[config.mk]
export PLATFORM = sky130hd
export DESIGN_NAME = id_stage
export DESIGN_NICKNAME = d
export VERILOG_FILES = /design/src/rtl/riscv_pkg.sv /design/src/rtl/reg_file.sv /design/src/rtl/id_stage.sv
export SDC_FILE = /design/constraint.sdc
export NUM_CORES = 2
export LEC_CHECK = 0
export BUFFER_PORTS_ARGS = -buffer_cell sky130_fd_sc_hd__buf_4
export CORE_MARGIN = 4
export CORE_UTILIZATION = 40
export CTS_CLUSTER_SIZE = 12
export DETAILED_ROUTE_END_ITERATION = 10
export GPL_TIMING_DRIVEN = 1
export PLACE_DENSITY = 0.55
export SETUP_SLACK_MARGIN = 0.3
export SLEW_MARGIN = 20
export SYNTH_ARGS = -nofsm -noshare
export SYNTH_HDL_FRONTEND = slang
export SYNTH_HIERARCHICAL = 1
export SYNTH_SLANG_ARGS = --single-unit
[constraint.sdc]
create_clock -name clk -period 4.5 [get_ports clk]
set_input_delay 0.9 -clock clk [delete_from_list [all_inputs] [get_ports clk]]
set_output_delay 0.9 -clock clk [all_outputs]
set_load 0.02 [all_outputs]
[src/rtl/riscv_pkg.sv]
// Shared RISC-V core definitions: opcodes, ALU op encodings
// and the ID/EX pipeline bundle.
package riscv_pkg;

  localparam int DATA_W = 32;

  localparam logic [6:0] OP_R      = 7'b0110011;
  localparam logic [6:0] OP_IMM    = 7'b0010011;
  localparam logic [6:0] OP_LOAD   = 7'b0000011;
  localparam logic [6:0] OP_STORE  = 7'b0100011;
  localparam logic [6:0] OP_BRANCH = 7'b1100011;
  localparam logic [6:0] OP_JAL    = 7'b1101111;
  localparam logic [6:0] OP_JALR   = 7'b1100111;
  localparam logic [6:0] OP_LUI    = 7'b0110111;
  localparam logic [6:0] OP_AUIPC  = 7'b0010111;

  localparam logic [1:0] ALU_OP_ADD = 2'b00;
  localparam logic [1:0] ALU_OP_BR  = 2'b01;
  localparam logic [1:0] ALU_OP_R   = 2'b10;
  localparam logic [1:0] ALU_OP_I   = 2'b11;

  localparam logic [31:0] NOP = 32'h00000013;

  typedef struct packed {
    logic [DATA_W-1:0] pc_plus4;
    logic [DATA_W-1:0] rs1_data;
    logic [DATA_W-1:0] rs2_data;
    logic [DATA_W-1:0] imm;
    logic [4:0]        rs1;
    logic [4:0]        rs2;
    logic [4:0]        rd;
    logic [2:0]        funct3;
    logic              funct7b5;
    logic [1:0]        alu_op;
    logic              alu_src;
    logic              reg_write;
    logic              mem_read;
    logic              mem_write;
    logic              mem_to_reg;
    logic              branch;
    logic              jump;
    logic              illegal;
  } id_ex_t;

endpackage

[src/rtl/reg_file.sv]
// 32x32 register file, 2 async reads, 1 write, x0 reads zero.
// RF_WB_BYPASS_EN: posedge write + read bypass; else negedge write.
module reg_file
  import riscv_pkg::*;
#(
  parameter int XLEN  = 32,
  parameter int NREGS = 32,
  localparam int AW   = $clog2(NREGS)
) (
  input  logic            clk_i,
  input  logic            rst_ni,
  input  logic            we_i,
  input  logic [AW-1:0]   waddr_i,
  input  logic [XLEN-1:0] wdata_i,
  input  logic [AW-1:0]   raddr1_i,
  input  logic [AW-1:0]   raddr2_i,
  output logic [XLEN-1:0] rdata1_o,
  output logic [XLEN-1:0] rdata2_o
);

  logic [XLEN-1:0] regs_q [NREGS];

`ifdef RF_WB_BYPASS_EN
  always_ff @(posedge clk_i or negedge rst_ni) begin
`else
  always_ff @(negedge clk_i or negedge rst_ni) begin
`endif
    if (!rst_ni) begin
      for (int i = 0; i < NREGS; i++) regs_q[i] <= '0;
    end else if (we_i && waddr_i != '0) begin
      regs_q[waddr_i] <= wdata_i;
    end
  end

  always_comb begin
    rdata1_o = regs_q[raddr1_i];
    rdata2_o = regs_q[raddr2_i];
`ifdef RF_WB_BYPASS_EN
    if (we_i && waddr_i == raddr1_i) rdata1_o = wdata_i;
    if (we_i && waddr_i == raddr2_i) rdata2_o = wdata_i;
`endif
    if (raddr1_i == '0) rdata1_o = '0;
    if (raddr2_i == '0) rdata2_o = '0;
  end

endmodule

[src/rtl/id_stage.sv]
// RV32I decode stage: control decode, immediates, regfile read,
// load-use stall and ID/EX register. Option: RF_WB_BYPASS_EN.
module id_stage
  import riscv_pkg::*;
#(
  parameter int XLEN  = 32,
  parameter int NREGS = 32
) (
  input  logic            clk,
  input  logic            reset,
  input  logic [XLEN-1:0] if_id_pc_plus4,
  input  logic [31:0]     if_id_instr,
  input  logic            wb_reg_write,
  input  logic [4:0]      wb_rd,
  input  logic [XLEN-1:0] wb_data,
  input  logic            id_ex_flush,
  output logic            pc_write,
  output logic            if_id_write,
  output logic [XLEN-1:0] id_ex_pc_plus4,
  output logic [XLEN-1:0] id_ex_rs1_data,
  output logic [XLEN-1:0] id_ex_rs2_data,
  output logic [XLEN-1:0] id_ex_imm,
  output logic [4:0]      id_ex_rs1,
  output logic [4:0]      id_ex_rs2,
  output logic [4:0]      id_ex_rd,
  output logic [2:0]      id_ex_funct3,
  output logic            id_ex_funct7b5,
  output logic [1:0]      id_ex_alu_op,
  output logic            id_ex_alu_src,
  output logic            id_ex_reg_write,
  output logic            id_ex_mem_read,
  output logic            id_ex_mem_write,
  output logic            id_ex_mem_to_reg,
  output logic            id_ex_branch,
  output logic            id_ex_jump,
  output logic            id_ex_illegal
);

  logic [31:0] ins;
  logic [6:0]  opc;
  logic [4:0]  rs1, rs2;
  logic [XLEN-1:0] rd1, rd2;
  logic [XLEN-1:0] imm_i, imm_s, imm_b, imm_u, imm_j;
  logic is_r, is_imm, is_ld, is_st, is_br;
  logic is_jal, is_jalr, is_lui, is_auipc;
  logic uses_rs1, uses_rs2, stall;
  id_ex_t dec, id_ex_d, id_ex_q;

  assign ins = if_id_instr;
  assign opc = ins[6:0];
  assign rs1 = ins[19:15];
  assign rs2 = ins[24:20];

  reg_file #(.XLEN(XLEN), .NREGS(NREGS)) u_rf (
    .clk_i    (clk),
    .rst_ni   (reset),
    .we_i     (wb_reg_write),
    .waddr_i  (wb_rd),
    .wdata_i  (wb_data),
    .raddr1_i (rs1),
    .raddr2_i (rs2),
    .rdata1_o (rd1),
    .rdata2_o (rd2)
  );

  assign is_r     = opc == OP_R;
  assign is_imm   = opc == OP_IMM;
  assign is_ld    = opc == OP_LOAD;
  assign is_st    = opc == OP_STORE;
  assign is_br    = opc == OP_BRANCH;
  assign is_jal   = opc == OP_JAL;
  assign is_jalr  = opc == OP_JALR;
  assign is_lui   = opc == OP_LUI;
  assign is_auipc = opc == OP_AUIPC;

  assign imm_i = {{20{ins[31]}}, ins[31:20]};
  assign imm_s = {{20{ins[31]}}, ins[31:25], ins[11:7]};
  assign imm_b = {{19{ins[31]}}, ins[31], ins[7],
                  ins[30:25], ins[11:8], 1'b0};
  assign imm_u = {ins[31:12], 12'h000};
  assign imm_j = {{11{ins[31]}}, ins[31], ins[19:12],
                  ins[20], ins[30:21], 1'b0};

  always_comb begin
    dec          = '0;
    dec.pc_plus4 = if_id_pc_plus4;
    dec.rs1_data = rd1;
    dec.rs2_data = rd2;
    dec.rs1      = rs1;
    dec.rs2      = rs2;
    dec.rd       = ins[11:7];
    dec.funct3   = ins[14:12];
    dec.funct7b5 = ins[30];
    unique case (1'b1)
      is_r: begin
        dec.reg_write = 1'b1;
        dec.alu_op    = ALU_OP_R;
      end
      is_imm: begin
        dec.reg_write = 1'b1;
        dec.alu_src   = 1'b1;
        dec.alu_op    = ALU_OP_I;
        dec.imm       = imm_i;
      end
      is_ld: begin
        dec.reg_write  = 1'b1;
        dec.mem_read   = 1'b1;
        dec.mem_to_reg = 1'b1;
        dec.alu_src    = 1'b1;
        dec.imm        = imm_i;
      end
      is_st: begin
        dec.mem_write = 1'b1;
        dec.alu_src   = 1'b1;
        dec.imm       = imm_s;
      end
      is_br: begin
        dec.branch = 1'b1;
        dec.alu_op = ALU_OP_BR;
        dec.imm    = imm_b;
      end
      is_jal: begin
        dec.reg_write = 1'b1;
        dec.jump      = 1'b1;
        dec.imm       = imm_j;
      end
      is_jalr: begin
        dec.reg_write = 1'b1;
        dec.jump      = 1'b1;
        dec.alu_src   = 1'b1;
        dec.imm       = imm_i;
      end
      is_lui, is_auipc: begin
        dec.reg_write = 1'b1;
        dec.alu_src   = 1'b1;
        dec.imm       = imm_u;
      end
      default: dec.illegal = 1'b1;
    endcase
  end

  // Load result is not ready until MEM, so a dependent op waits one cycle.
  assign uses_rs1 = !(is_lui || is_auipc || is_jal);
  assign uses_rs2 = is_r || is_st || is_br;
  assign stall = id_ex_q.mem_read && (id_ex_q.rd != '0) &&
                 ((id_ex_q.rd == rs1 && uses_rs1) ||
                  (id_ex_q.rd == rs2 && uses_rs2));

  assign pc_write    = ~stall;
  assign if_id_write = ~stall;

  always_comb begin
    id_ex_d = dec;
    if (id_ex_flush || stall) id_ex_d = '0;
  end

  always_ff @(posedge clk or negedge reset) begin
    if (!reset) id_ex_q <= '0;
    else        id_ex_q <= id_ex_d;
  end

  assign id_ex_pc_plus4   = id_ex_q.pc_plus4;
  assign id_ex_rs1_data   = id_ex_q.rs1_data;
  assign id_ex_rs2_data   = id_ex_q.rs2_data;
  assign id_ex_imm        = id_ex_q.imm;
  assign id_ex_rs1        = id_ex_q.rs1;
  assign id_ex_rs2        = id_ex_q.rs2;
  assign id_ex_rd         = id_ex_q.rd;
  assign id_ex_funct3     = id_ex_q.funct3;
  assign id_ex_funct7b5   = id_ex_q.funct7b5;
  assign id_ex_alu_op     = id_ex_q.alu_op;
  assign id_ex_alu_src    = id_ex_q.alu_src;
  assign id_ex_reg_write  = id_ex_q.reg_write;
  assign id_ex_mem_read   = id_ex_q.mem_read;
  assign id_ex_mem_write  = id_ex_q.mem_write;
  assign id_ex_mem_to_reg = id_ex_q.mem_to_reg;
  assign id_ex_branch     = id_ex_q.branch;
  assign id_ex_jump       = id_ex_q.jump;
  assign id_ex_illegal    = id_ex_q.illegal;

endmodule

# Word-level counts from Yosys, hierarchy flattened
# Cells that the tools add are included.
# word_totals
register_bits,1181
inputBits,105
output_inout_bits,159
wordCells,113
# classes
n_lt_le_gt_ge,4
n_eq_ne,11
n_mux,21
bitwise_logic,4
reduce_logical,23
# op_table
op,count
1024-bit bitwise mux,1
32-bit binary-select mux with 5-bit select,2
32-bit two-way mux,7
32-bit demux with 5-bit select,1
32-bit case mux with 5 select lines,1
157-bit two-way mux,1
"7-bit by 6-bit equality test with 1-bit output, second input constant",3
"7-bit equality test, second input constant",3
"6-bit greater-or-equal comparator, second input constant",3
5-bit inverter with 6-bit output,3
"7-bit by 5-bit equality test with 1-bit output, second input constant",2
5-bit equality test,2
5-bit logical NOT,2
5-bit nonzero test,2
9-bit OR reduction,1
"7-bit by 2-bit equality test with 1-bit output, second input constant",1
1-bit two-way mux,7
7-bit OR reduction,1
1-bit logical AND,6
1-bit logical OR,6
"6-bit by 1-bit less-than comparator with 1-bit output, second input constant",1
2-bit case mux with 3 select lines,1
6-bit OR reduction,1
2-bit OR reduction,2
3 further kinds,3

# Depth between registers and ports, before layout
# depth
word_depth,9
mapped_depth,9
ltp_nobuf,5

# Cells and area by module
# The synthesis kept the hierarchy.
# by_module_without_submodules
module,n_inst,cells_each,area_per_inst_um2,seq_area_each_um2
reg_file,1,3621,54357.1,25624.6
id_stage,1,451,5684.2,3903.7

==> results.json <==
{
  "status": "finished, final reports clean",
  "fp-row-count": 141,
  "hpwl_mm": 133,
  "r2r_end": "id_ex_rs1_data[31]$_DFF_PN0_",
  "htreeDepth": 4,
  "ctsHoldBuffers": 0,
  "synthXorXnorAreaFrac_pct": 0.146,
  "path_class": "in -> reg",
  "synth_top_family_by_area": "multiplexers",
  "synthDistinctLibCells": 59,
  "io_pins": 264,
  "portBuffers": 263,
  "final_max_slew_viol_count": 0,
  "post_drt_wl_per_cell_um": 32.2,
  "area_growth_pct": 18.6,
  "grt_pass1_wl_mm": 300,
  "initial_core_util_pct": 40.5,
  "final_cell_area_um2": 71200,
  "reg2regPathDepth": 5,
  "dieArea_um2": 156000,
  "setup_viol": 0,
  "synth_compound_area_share_pct": 4.82,
  "worstPathMaxFanout": 14,
  "vdd_drop_max_mv": 0.425,
  "yosys-top-cells-area": "dfrtn_1 43%, mux2_2 20%, mux4_2 17%",
  "grt_pass1_vias": 40807,
  "syn_area_per_cell_um2": 14.7,
  "final_cells": 6429,
  "yosysMostFrequentCell": "mux2_2",
  "place_area_um2": 66400,
  "num-fill-cells": 12877,
  "pre_cts_ws_ns": -0.463,
  "dieHeight_um": 395,
  "tns_ns": 0,
  "drt-vias-per-instance": 6.11,
  "synthFlopType": "dfrtn_1",
  "p_total_mw": 31.3,
  "leakage_nw": 31.4,
  "overflow": 0,
  "arrival_ns": 2.56,
  "grt_usage_pct": 26.2,
  "r2r_slack_ns": 0.28,
  "drt_iter0_markers": 3078,
  "core_um2": 148000,
  "numCtsBuffers": 137,
  "clk_pin_slew_ns": 0.06,
  "synth_seq_cells": 1180,
  "yosys.area.top_type_share_pct": 42.7,
  "yosysTopAreaCell": "dfrtn_1",
  "tightest_slew_ns": 0.935,
  "whs_ns": 0.283,
  "worstPathRequired_ns": 2.80,
  "clockBufferDepth": 3,
  "vias": 39310,
  "syn_area_um2": 60000,
  "crit_path_end_kind": "register",
  "hp-class": "in -> async",
  "synthMuxAreaShare_pct": 38.8,
  "power_density_nw_per_um2": 440,
  "synthArstFlopShare_pct": 100,
  "rsz0062_at_grt": "true",
  "r2r_start": "u_rf/regs_q[575]$_DFFE_NN0P_",
  "drc": 0,
  "worst_skew_pair.late_latency_ns": 0.80,
  "synth-edff-count": 0,
  "synth_fa_ha_area_share_pct": 0,
  "finClkSkew_ns": 0.0920,
  "crit_start": "wb_rd[0]",
  "cp-start-kind": "primary input",
  "synth_common_cells": "1046 x mux2_2, 1024 x dfrtn_1, 448 x mux4_2, 238 x clkbuf_1, 179 x buf_2",
  "antenna_found_initial": 11,
  "setup_slack_ns": 0.236,
  "synth-simple-area-share_pct": 3.44,
  "syn_nets": 4177,
  "final_nets": 4414,
  "worstSetupEndpoint": "u_rf/regs_q[518]$_DFFE_NN0P_",
  "slew_headroom_pct": 37.6,
  "die_w_um": 395,
  "drv_cap": 0,
  "cts.sinks": 1180,
  "placed_cells": 6168,
  "hold_viol_final": 0,
  "ctsRootBufferMaster": "clkbuf_16",
  "drtPass1Iterations": 5,
  "final_core_util_pct": 48.0,
  "synth_warnings": 6,
  "antenna_left": 0,
  "cts_tree": "built",
  "ys_seq_area_share_pct": 49.2,
  "gp_congestion": 0.834,
  "drive_above_1_share_pct": 53.5,
  "wl_mm": 207,
  "netlist_instances": 4072,
  "grt_start_max_net_pins": 77
}
==> placed cells by master, fill, tap and decap left out, types with 24 or more instances in the layout <==
master,n
a211oi_1,58
a21oi_1,24
a221oi_1,46
a22oi_1,68
a311oi_1,63
and3_1,103
buf_12,111
buf_4,449
clkbuf_1,38
clkbuf_16,141
clkbuf_8,32
dfrtn_1,1024
dfrtp_1,156
mux2_2,1032
mux2i_1,129
mux4_2,448
nand2_1,51
nor2b_1,66
nor3_1,37
o21ai_0,102
==> state kept, by name, summed over array words and instances, names as in the netlist <==
signal	cells
id_ex_alu_op	2
id_ex_funct3	3
id_ex_rs1	5
id_ex_pc_plus4	32
u_rf/regs_q	1024
id_ex_illegal	1
id_ex_rs2_data	32
id_ex_branch	1
id_ex_alu_src	1
id_ex_mem_write	1
id_ex_rs2	5
id_ex_funct7b5	1
id_ex_imm	32
id_ex_reg_write	1
id_ex_rd	5
id_ex_rs1_data	32
id_ex_jump	1
id_ex_mem_read	1
==> metal layers <==
metal	track usage, %	up-vias	wire length, um
li1	-	16141	-
met1	37.1	21486	90600
met2	41.3	1370	96200
met3	5.21	309	14000
met4	7.59	4	5920
met5	0	-	24
==> repair_timing <==
item                                    in CTS  in global routing
endpoints found under the setup margin       7                170
gates cloned                                 0                  2
pin swaps                                    0                  1
gates resized for setup                      6                 18
buffers inserted                             0                  2
==> where the power goes <==
part	switching [mW]	internal [mW]	leakage, nW	total [mW]
clock network	4.73	6.73	2.27	11.5
logic	2.41	3.49	14.0	5.90
registers	1.33	12.6	15.2	14.0
total	8.47	22.8	31.4	31.3
==> worst min-delay path by stage <==
stage / slack, ns / from / end / depth (start not counted)
finish: 0.28 / reset / id_ex_rs2_data[25]$_DFF_PN0_ / 2
global route: 0.29 / reset / id_ex_rs2_data[25]$_DFF_PN0_ / 2
CTS: 0.26 / reset / id_ex_rs2_data[25]$_DFF_PN0_ / 2
detailed placement: 0.34 / u_rf/regs_q[1001]$_DFFE_NN0P_ / u_rf/regs_q[1001]$_DFFE_NN0P_ / 0
global placement: 0.34 / u_rf/regs_q[998]$_DFFE_NN0P_ / u_rf/regs_q[998]$_DFFE_NN0P_ / 0
floorplan: 0.40 / u_rf/regs_q[1000]$_DFFE_NN0P_ / u_rf/regs_q[1000]$_DFFE_NN0P_ / 1
==> cell families after synthesis <==
| group | count (synthesis) |
|---|---|
| buf+inv | 476 |
| mux | 1633 |
| xor+xnor | 10 |
| flops | 1180 |
| compound gates | 409 |
| simple gates | 364 |
==> layout make-up <==
class | instances | area, um^2 | share of cell area (%)
inverters | 2 | 12.5 | 0.0176
repair buffers | 572 | 5790 | 8.12
well taps | 2002 | 2500 | 3.52
diodes | 5 | 12.5 | 0.0176
multi-input cells | 2416 | 28800 | 40.4
flip-flops and latches | 1180 | 29500 | 41.5
clock inverters | 43 | 557 | 0.782
clock buffers | 209 | 4060 | 5.70
==> worst max-delay path, stage by stage <==
cell      delay (ns)
buf_4           0.14
buf_4           0.17
nand4b_1        0.25
buf_4           0.26
nor2_4          0.20
buf_12          0.27
mux2_2          0.36
Power figures use the tool's default switching activity.
